`src/rtl/cheri_tsmap_arbiter_pkg.sv`:
```
// Shared types and widths for the TS map arbiter.
// Also provides the bit-SET/CLR helper used by the read-modify-write path.
package cheri_tsmap_arbiter_pkg;

  localparam int TSMAP_ADDR_W = 16;
  localparam int TSMAP_DATA_W = 32;

  typedef enum logic [1:0] {
    TSMAP_READ  = 2'd0,
    TSMAP_WRITE = 2'd1,
    TSMAP_SET   = 2'd2,
    TSMAP_CLR   = 2'd3
  } tsmap_op_e;

  typedef enum logic [2:0] {
    ST_IDLE    = 3'd0,
    ST_RD_PEND = 3'd1,
    ST_RD_DATA = 3'd2,
    ST_WR_PEND = 3'd3,
    ST_RESP    = 3'd4
  } arb_state_e;

  function automatic logic [TSMAP_DATA_W-1:0] tsmap_rmw(
    input tsmap_op_e               op,
    input logic [TSMAP_DATA_W-1:0] old_val,
    input logic [TSMAP_DATA_W-1:0] mask
  );
    case (op)
      TSMAP_SET: return old_val | mask;
      TSMAP_CLR: return old_val & ~mask;
      default:   return old_val;
    endcase
  endfunction

endpackage

```
`src/rtl/cheri_tsmap_arbiter_if.sv`:
```
// Host/revoker maintenance port of the TS map arbiter.
// The master is the requester and the slave is the arbiter.
interface cheri_tsmap_arbiter_if;
  import cheri_tsmap_arbiter_pkg::*;

  logic                    host_req;
  logic                    host_gnt;
  tsmap_op_e               host_op;
  logic [TSMAP_ADDR_W-1:0] host_addr;
  logic [TSMAP_DATA_W-1:0] host_wdata;
  logic                    host_rvalid;
  logic [TSMAP_DATA_W-1:0] host_rdata;
  logic                    host_err;

  modport master (
    output host_req, host_op, host_addr, host_wdata,
    input  host_gnt, host_rvalid, host_rdata, host_err
  );

  modport slave (
    input  host_req, host_op, host_addr, host_wdata,
    output host_gnt, host_rvalid, host_rdata, host_err
  );

endinterface

```
`src/rtl/cheri_tsmap_arbiter.sv`:
```
// Single-port TS map SRAM arbiter: the core read port always wins, and host
// READ/WRITE/SET/CLR operations are slotted into core-idle cycles by an FSM.
module cheri_tsmap_arbiter
  import cheri_tsmap_arbiter_pkg::*;
#(
  parameter int TSMapSize = 1024,
  parameter int StarveMax = 64
) (
  input  logic                    clk_i,
  input  logic                    rst_ni,
  input  logic                    core_tsmap_cs_i,
  input  logic [TSMAP_ADDR_W-1:0] core_tsmap_addr_i,
  output logic [TSMAP_DATA_W-1:0] core_tsmap_rdata_o,
  cheri_tsmap_arbiter_if.slave    host,
  output logic                    host_starve_o,
  output logic                    mem_cs_o,
  output logic                    mem_we_o,
  output logic [TSMAP_ADDR_W-1:0] mem_addr_o,
  output logic [TSMAP_DATA_W-1:0] mem_wdata_o,
  input  logic [TSMAP_DATA_W-1:0] mem_rdata_i,
  output logic                    busy_o
);

  localparam int CntW = $clog2(StarveMax + 1);
  localparam logic [CntW-1:0] CntMax = CntW'(StarveMax);

  arb_state_e              r_state;
  arb_state_e              w_state_nxt;
  tsmap_op_e               r_op;
  logic [TSMAP_ADDR_W-1:0] r_addr;
  logic [TSMAP_DATA_W-1:0] r_wdata;
  logic [TSMAP_DATA_W-1:0] r_old;
  logic [TSMAP_DATA_W-1:0] r_new;
  logic                    r_err;
  logic [CntW-1:0]         r_cnt;
  logic                    r_starve;

  logic w_gnt;
  logic w_in_range;
  logic w_stall;
  logic w_host_rd;
  logic w_host_wr;

  // Host accesses are masked during reset so a pending op can never reach the SRAM.
  assign w_gnt      = rst_ni && (r_state == ST_IDLE) && host.host_req;
  assign w_in_range = (32'(host.host_addr) < 32'(TSMapSize));
  assign w_stall    = core_tsmap_cs_i &&
                      ((r_state == ST_RD_PEND) || (r_state == ST_WR_PEND));
  assign w_host_rd  = rst_ni && !core_tsmap_cs_i && (r_state == ST_RD_PEND);
  assign w_host_wr  = rst_ni && !core_tsmap_cs_i && (r_state == ST_WR_PEND);

  assign core_tsmap_rdata_o = mem_rdata_i;
  assign host.host_gnt      = w_gnt;
  assign host.host_rvalid   = (r_state == ST_RESP);
  assign host.host_rdata    = r_old;
  assign host.host_err      = r_err;
  assign host_starve_o      = r_starve;
  assign busy_o             = (r_state != ST_IDLE);

  always_comb begin
    w_state_nxt = r_state;
    case (r_state)
      ST_IDLE: begin
        if (w_gnt) begin
          if (!w_in_range)                      w_state_nxt = ST_RESP;
          else if (host.host_op == TSMAP_WRITE) w_state_nxt = ST_WR_PEND;
          else                                  w_state_nxt = ST_RD_PEND;
        end else begin
          w_state_nxt = ST_IDLE;
        end
      end
      ST_RD_PEND: begin
        if (w_host_rd) w_state_nxt = ST_RD_DATA;
        else           w_state_nxt = ST_RD_PEND;
      end
      ST_RD_DATA: begin
        if (r_op == TSMAP_READ) w_state_nxt = ST_RESP;
        else                    w_state_nxt = ST_WR_PEND;
      end
      ST_WR_PEND: begin
        if (w_host_wr) w_state_nxt = ST_RESP;
        else           w_state_nxt = ST_WR_PEND;
      end
      ST_RESP: w_state_nxt = ST_IDLE;
      default: w_state_nxt = ST_IDLE;
    endcase
  end

  always_comb begin
    mem_cs_o    = 1'b0;
    mem_we_o    = 1'b0;
    mem_addr_o  = '0;
    mem_wdata_o = '0;
    if (core_tsmap_cs_i) begin
      mem_cs_o   = 1'b1;
      mem_addr_o = core_tsmap_addr_i;
    end else if (w_host_rd) begin
      mem_cs_o   = 1'b1;
      mem_addr_o = r_addr;
    end else if (w_host_wr) begin
      mem_cs_o    = 1'b1;
      mem_we_o    = 1'b1;
      mem_addr_o  = r_addr;
      mem_wdata_o = (r_op == TSMAP_WRITE) ? r_wdata : r_new;
    end else begin
      mem_cs_o = 1'b0;
    end
  end

  always_ff @(posedge clk_i) begin
    if (!rst_ni) begin
      r_state  <= ST_IDLE;
      r_op     <= TSMAP_READ;
      r_addr   <= '0;
      r_wdata  <= '0;
      r_old    <= '0;
      r_new    <= '0;
      r_err    <= 1'b0;
      r_cnt    <= '0;
      r_starve <= 1'b0;
    end else begin
      r_state <= w_state_nxt;
      if (w_gnt) begin
        r_op    <= host.host_op;
        r_addr  <= host.host_addr;
        r_wdata <= host.host_wdata;
        r_old   <= '0;
        r_err   <= !w_in_range;
      end
      // RD_DATA issues no access, so mem_rdata_i still holds the host's read.
      if (r_state == ST_RD_DATA) begin
        r_old <= mem_rdata_i;
        r_new <= tsmap_rmw(r_op, mem_rdata_i, r_wdata);
      end
      if (w_host_rd || w_host_wr) begin
        r_cnt <= '0;
      end else if (w_stall && (r_cnt != CntMax)) begin
        r_cnt <= r_cnt + CntW'(1);
      end
      if (w_stall && (r_cnt == CntMax - CntW'(1))) begin
        r_starve <= 1'b1;
      end
    end
  end

endmodule

```
`src/flat_wrapper.sv`:
```
// flat-port wrapper written by rule: the top's interface ports become plain ports
module cheri_tsmap_arbiter_flat import cheri_tsmap_arbiter_pkg::*;
#(
  parameter int TSMapSize = 1024,
  parameter int StarveMax = 64
)
  (clk_i, rst_ni, core_tsmap_cs_i, core_tsmap_addr_i, core_tsmap_rdata_o, host_starve_o, mem_cs_o, mem_we_o, mem_addr_o, mem_wdata_o, mem_rdata_i, busy_o, host_host_req, host_host_op, host_host_addr, host_host_wdata, host_host_gnt, host_host_rvalid, host_host_rdata, host_host_err);
  cheri_tsmap_arbiter_if host_i ();
  input  logic clk_i;
  input  logic rst_ni;
  input  logic core_tsmap_cs_i;
  input  logic [TSMAP_ADDR_W-1:0] core_tsmap_addr_i;
  output logic [TSMAP_DATA_W-1:0] core_tsmap_rdata_o;
  output logic host_starve_o;
  output logic mem_cs_o;
  output logic mem_we_o;
  output logic [TSMAP_ADDR_W-1:0] mem_addr_o;
  output logic [TSMAP_DATA_W-1:0] mem_wdata_o;
  input  logic [TSMAP_DATA_W-1:0] mem_rdata_i;
  output logic busy_o;
  input wire logic [$bits(host_i.host_req)-1:0] host_host_req;
  input wire logic [$bits(host_i.host_op)-1:0] host_host_op;
  input wire logic [$bits(host_i.host_addr)-1:0] host_host_addr;
  input wire logic [$bits(host_i.host_wdata)-1:0] host_host_wdata;
  output wire logic [$bits(host_i.host_gnt)-1:0] host_host_gnt;
  output wire logic [$bits(host_i.host_rvalid)-1:0] host_host_rvalid;
  output wire logic [$bits(host_i.host_rdata)-1:0] host_host_rdata;
  output wire logic [$bits(host_i.host_err)-1:0] host_host_err;
  assign host_i.host_req = host_host_req;
  assign host_i.host_op = host_host_op;
  assign host_i.host_addr = host_host_addr;
  assign host_i.host_wdata = host_host_wdata;
  assign host_host_gnt = host_i.host_gnt;
  assign host_host_rvalid = host_i.host_rvalid;
  assign host_host_rdata = host_i.host_rdata;
  assign host_host_err = host_i.host_err;
  cheri_tsmap_arbiter #(.TSMapSize(TSMapSize), .StarveMax(StarveMax)) u_core (.clk_i(clk_i), .rst_ni(rst_ni), .core_tsmap_cs_i(core_tsmap_cs_i), .core_tsmap_addr_i(core_tsmap_addr_i), .core_tsmap_rdata_o(core_tsmap_rdata_o), .host(host_i), .host_starve_o(host_starve_o), .mem_cs_o(mem_cs_o), .mem_we_o(mem_we_o), .mem_addr_o(mem_addr_o), .mem_wdata_o(mem_wdata_o), .mem_rdata_i(mem_rdata_i), .busy_o(busy_o));
endmodule
```
`config.mk`:
```
export PLATFORM = sky130hd
export DESIGN_NAME = cheri_tsmap_arbiter_flat
export DESIGN_NICKNAME = d
export VERILOG_FILES = /design/src/rtl/cheri_tsmap_arbiter_pkg.sv /design/src/rtl/cheri_tsmap_arbiter_if.sv /design/src/rtl/cheri_tsmap_arbiter.sv /design/src/flat_wrapper.sv
export SDC_FILE = /design/constraint.sdc
export NUM_CORES = 1
export LEC_CHECK = 0
export BUFFER_PORTS_ARGS = -buffer_cell sky130_fd_sc_hd__buf_4
export CELL_PAD_IN_SITES_DETAIL_PLACEMENT = 1
export CELL_PAD_IN_SITES_GLOBAL_PLACEMENT = 1
export CORE_MARGIN = 3
export CORE_UTILIZATION = 35
export DETAILED_ROUTE_END_ITERATION = 10
export PLACE_DENSITY_LB_ADDON = 0.1
export SYNTH_ARGS = -nofsm -noshare
export SYNTH_HDL_FRONTEND = slang
export SYNTH_SLANG_ARGS = --single-unit
```
`constraint.sdc`:
```
create_clock -name clk_i -period 2.2 [get_ports clk_i]
set_clock_uncertainty 0.15 [all_clocks]
set_input_delay 0.22 -clock clk_i [delete_from_list [all_inputs] [get_ports clk_i]]
set_output_delay 0.22 -clock clk_i [all_outputs]
set_load 0.02 [all_outputs]
```
==> results.yml <==
global_route:
  grt_pass1_vias: 7207
  grt_pass1_wl_um: 36100
  grt_max_degree: 59
  overflow: 0
  antenna_found_initial: 0
  grt_usage: 0.245
final_layout:
  area_delta_synth_final_pct: 53.3
  final_common_cell: "nand2_1"
  nets: 1136
  layout_common_cells: "nand2_1 (270), buf_4 (236), dfxtp_1 (124), dlygate4sd3_1 (84), a21oi_1 (79)"
  layout-drive-gt1-share: 0.280
  antennaDiodeCount: 0
timing:
  grt_setup_unrepaired: "yes"
  period_minus_slack_ns: 2.16
  max_freq_ghz: 0.464
  worst_hold_slack_ns: 0.112
  hold_viol_final: 0
  setup_tns_ns: 0
  slew_headroom: 0.428
  fin_crit_sh: 0.980
  slew_viol_final: 0
  tightest_slew_ns: 0.858
  setup_violations: 0
floorplan:
  initial_core_util: 0.358
  die_w_um: 136
  num_rows: 47
  die_y_um: 136
  die-area_um2: 18600
  num_io_pins: 221
  core_area_um2: 16600
route:
  drtIter0Drc: 298
  drtPass1Iterations: 4
  wire_per_inst_um: 18.5
  ant_nets: 0
  via_count: 6648
  avgViaCountPerCell: 5.26
  drt_wl_total_um: 23400
  drc_errors: 0
cts:
  clock_latency_ns: 0.42
  clk_pin_slew_ns: 0.06
  clock-sinks: 126
  cts_buffers: 17
  h-tree-depth: 4
  root_buffer: "clkbuf_16"
  clockBufferDepth: 2
  tritoncts: "built"
power:
  ir_drop_mv: 0.580
  power_density_nw_per_um2: 646
  leakagePower_nw: 4.18
synthesis:
  netlist_instances: 781
  ys_seq_area_frac: 0.423
  syn_nets: 885
  synth.distinct_cells: 37
  ys_ff_latch: 126
  synth_warnings: 0
  netlist_area_um2: 5960
  avgSynthCellArea_um2: 7.63
min_path:
  min_path_type: "in2reg"
placed_design:
  port_buffers: 220
  place_congestion: 0.773
  hpwl_um: 14900
worst_setup_path:
  worst_ep_required_time_ns: 1.83
  slowest_stage: "dfxtp_1"
  cpPeakStageDelay_ns: 0.40
  cp.arrival_ns: 1.79
  end_kind: "output port"
  critical-path-top-delay-family: "buffers and inverters"
  cp-start-kind: "flop"
  crit_fanout: 34
  worstSetupPathType: "reg2out"
  crit_buf_inv: 2
  crit_chain: "nor2b_2 -> nand4_1 -> buf_12 -> a21oi_1 -> buf_4"
flow_run:
  max_cap_violations: 0
outcome:
  status: "finished, final reports clean"
==> flip-flops by register name, summed over array words and instances (netlist names) <==
register                cells
u_core.r_new               32
u_core.r_op                 2
u_core.r_state              3
u_core.r_wdata             32
u_core.host.host_rdata     32
u_core.r_addr              16
u_core.r_cnt                7
u_core.host_starve_o        1
u_core.host.host_err        1
==> stage by stage <==
stage	setup WS (ns)	cells	power [W]	utilization	area, µm²
finish	0.0436	1264	0.00590	0.549	9140
global route	-0.00387	1264	0.00611	0.549	9140
CTS	0.0346	1262	0.00593	0.545	9070
detailed placement	0.0476	1146	0.00303	0.459	7640
global placement	0.196	1146	0.00301	0.459	7640
floorplan	0.295	781	0.00273	-	5960
==> routing by layer <==
layer	part of all wire	global-route usage	wire (µm)	vias to the layer above
li1	-	-	-	3127
met1	0.40	0.276	9290	3269
met2	0.52	0.446	12100	199
met3	0.056	0.0588	1320	53
met4	0.029	0.0924	670	0
met5	0	0	0	-
==> tightest hold or removal path: cells and delay by family <==
kind | cells | cell delay [ns]
and+or+nand+nor | 1 | 0.07
AOI/OAI and AO/OA | 1 | 0.20
buffers and inverters | 1 | 0.14
==> power breakdown <==
| group | switching (W) | leakage [nW] | internal [W] |
|---|---|---|---|
| Clock | 0.00101 | 0.290 | 0.00177 |
| Sequential | 0.0000367 | 1.02 | 0.00233 |
| Combinational | 0.000375 | 2.87 | 0.000377 |
| Total | 0.00142 | 4.18 | 0.00448 |
==> kinds of logic after synthesis <==
| kind of cell | Yosys count | synth area share |
|---|---|---|
| simple gates | 337 | 0.226 |
| flops | 126 | 0.423 |
| mux | 1 | 0.00252 |
| xor+xnor | 5 | 0.00735 |
| buf+inv | 103 | 0.0882 |
| compound gates | 207 | 0.249 |
| fa+ha+maj | 2 | 0.00420 |
==> path summary, 6_finish.rpt <==
| kind | from | to | slack [ns] | depth (start not counted) |
|---|---|---|---|---|
| hold / removal | rst_ni | u_core.r_cnt[3] | 0.11 | 3 |
| setup reg to reg | u_core.r_state[0] | u_core.host.host_rdata[19] | 0.14 | 5 |
| hold reg to reg | u_core.r_addr[9] | u_core.r_addr[9] | 0.31 | 2 |
| setup / recovery | u_core.r_state[2] | mem_wdata_o[23] | 0.04 | 5 |
==> timing repair <==
| item | in CTS | in global routing |
|---|---|---|
| endpoints found under the hold margin | 90 | 0 |
| hold buffers | 84 | 0 |
| pin swaps | 0 | 1 |
| setup buffers | 1 | 1 |
| endpoints found under the setup margin | 45 | 24 |
| cloned | 0 | 1 |
| resized for setup | 3 | 6 |
==> synth_stat cells <==
library cell	number	share of area
o21ai_0	2	0.0017
nand3_1	2	0.0017
nor2_1	42	0.026
o22ai_1	1	0.0011
a21oi_1	85	0.071
nor3b_2	1	0.0021
inv_1	5	0.0031
nor3b_1	1	0.0013
mux2_4	1	0.0025
and2_1	1	0.0011
ha_1	2	0.0042
nor2b_1	3	0.0031
o32ai_1	1	0.0015
clkinv_1	1	0.00063
o211ai_1	32	0.040
nand3b_1	2	0.0025
clkbuf_1	49	0.031
or3b_2	2	0.0029
a22o_1	17	0.025
nor4_1	3	0.0031
dfxtp_1	126	0.42
nor2_2	1	0.0011
or4b_4	1	0.0023
buf_4	32	0.040
a31oi_1	2	0.0021
nor3_1	2	0.0017
o311ai_1	1	0.0015
nand4_1	1	0.0011
a2bb2oi_1	32	0.047
nand2_1	270	0.17
xnor2_1	5	0.0073
o211a_1	33	0.055
o41a_1	1	0.0019
inv_2	1	0.00063
buf_2	15	0.013
nand2b_1	4	0.0042
or3_1	1	0.0011
==> cell type report <==
class	instances	area, µm²
clock buffers	24	492
well taps	220	275
multi-input cells	552	2960
inverters	7	26.3
repair buffers	328	2780
fillers	1991	7500
flip-flops and latches	126	2520
clock inverters	7	85.1
Power figures use the tool's default switching activity.
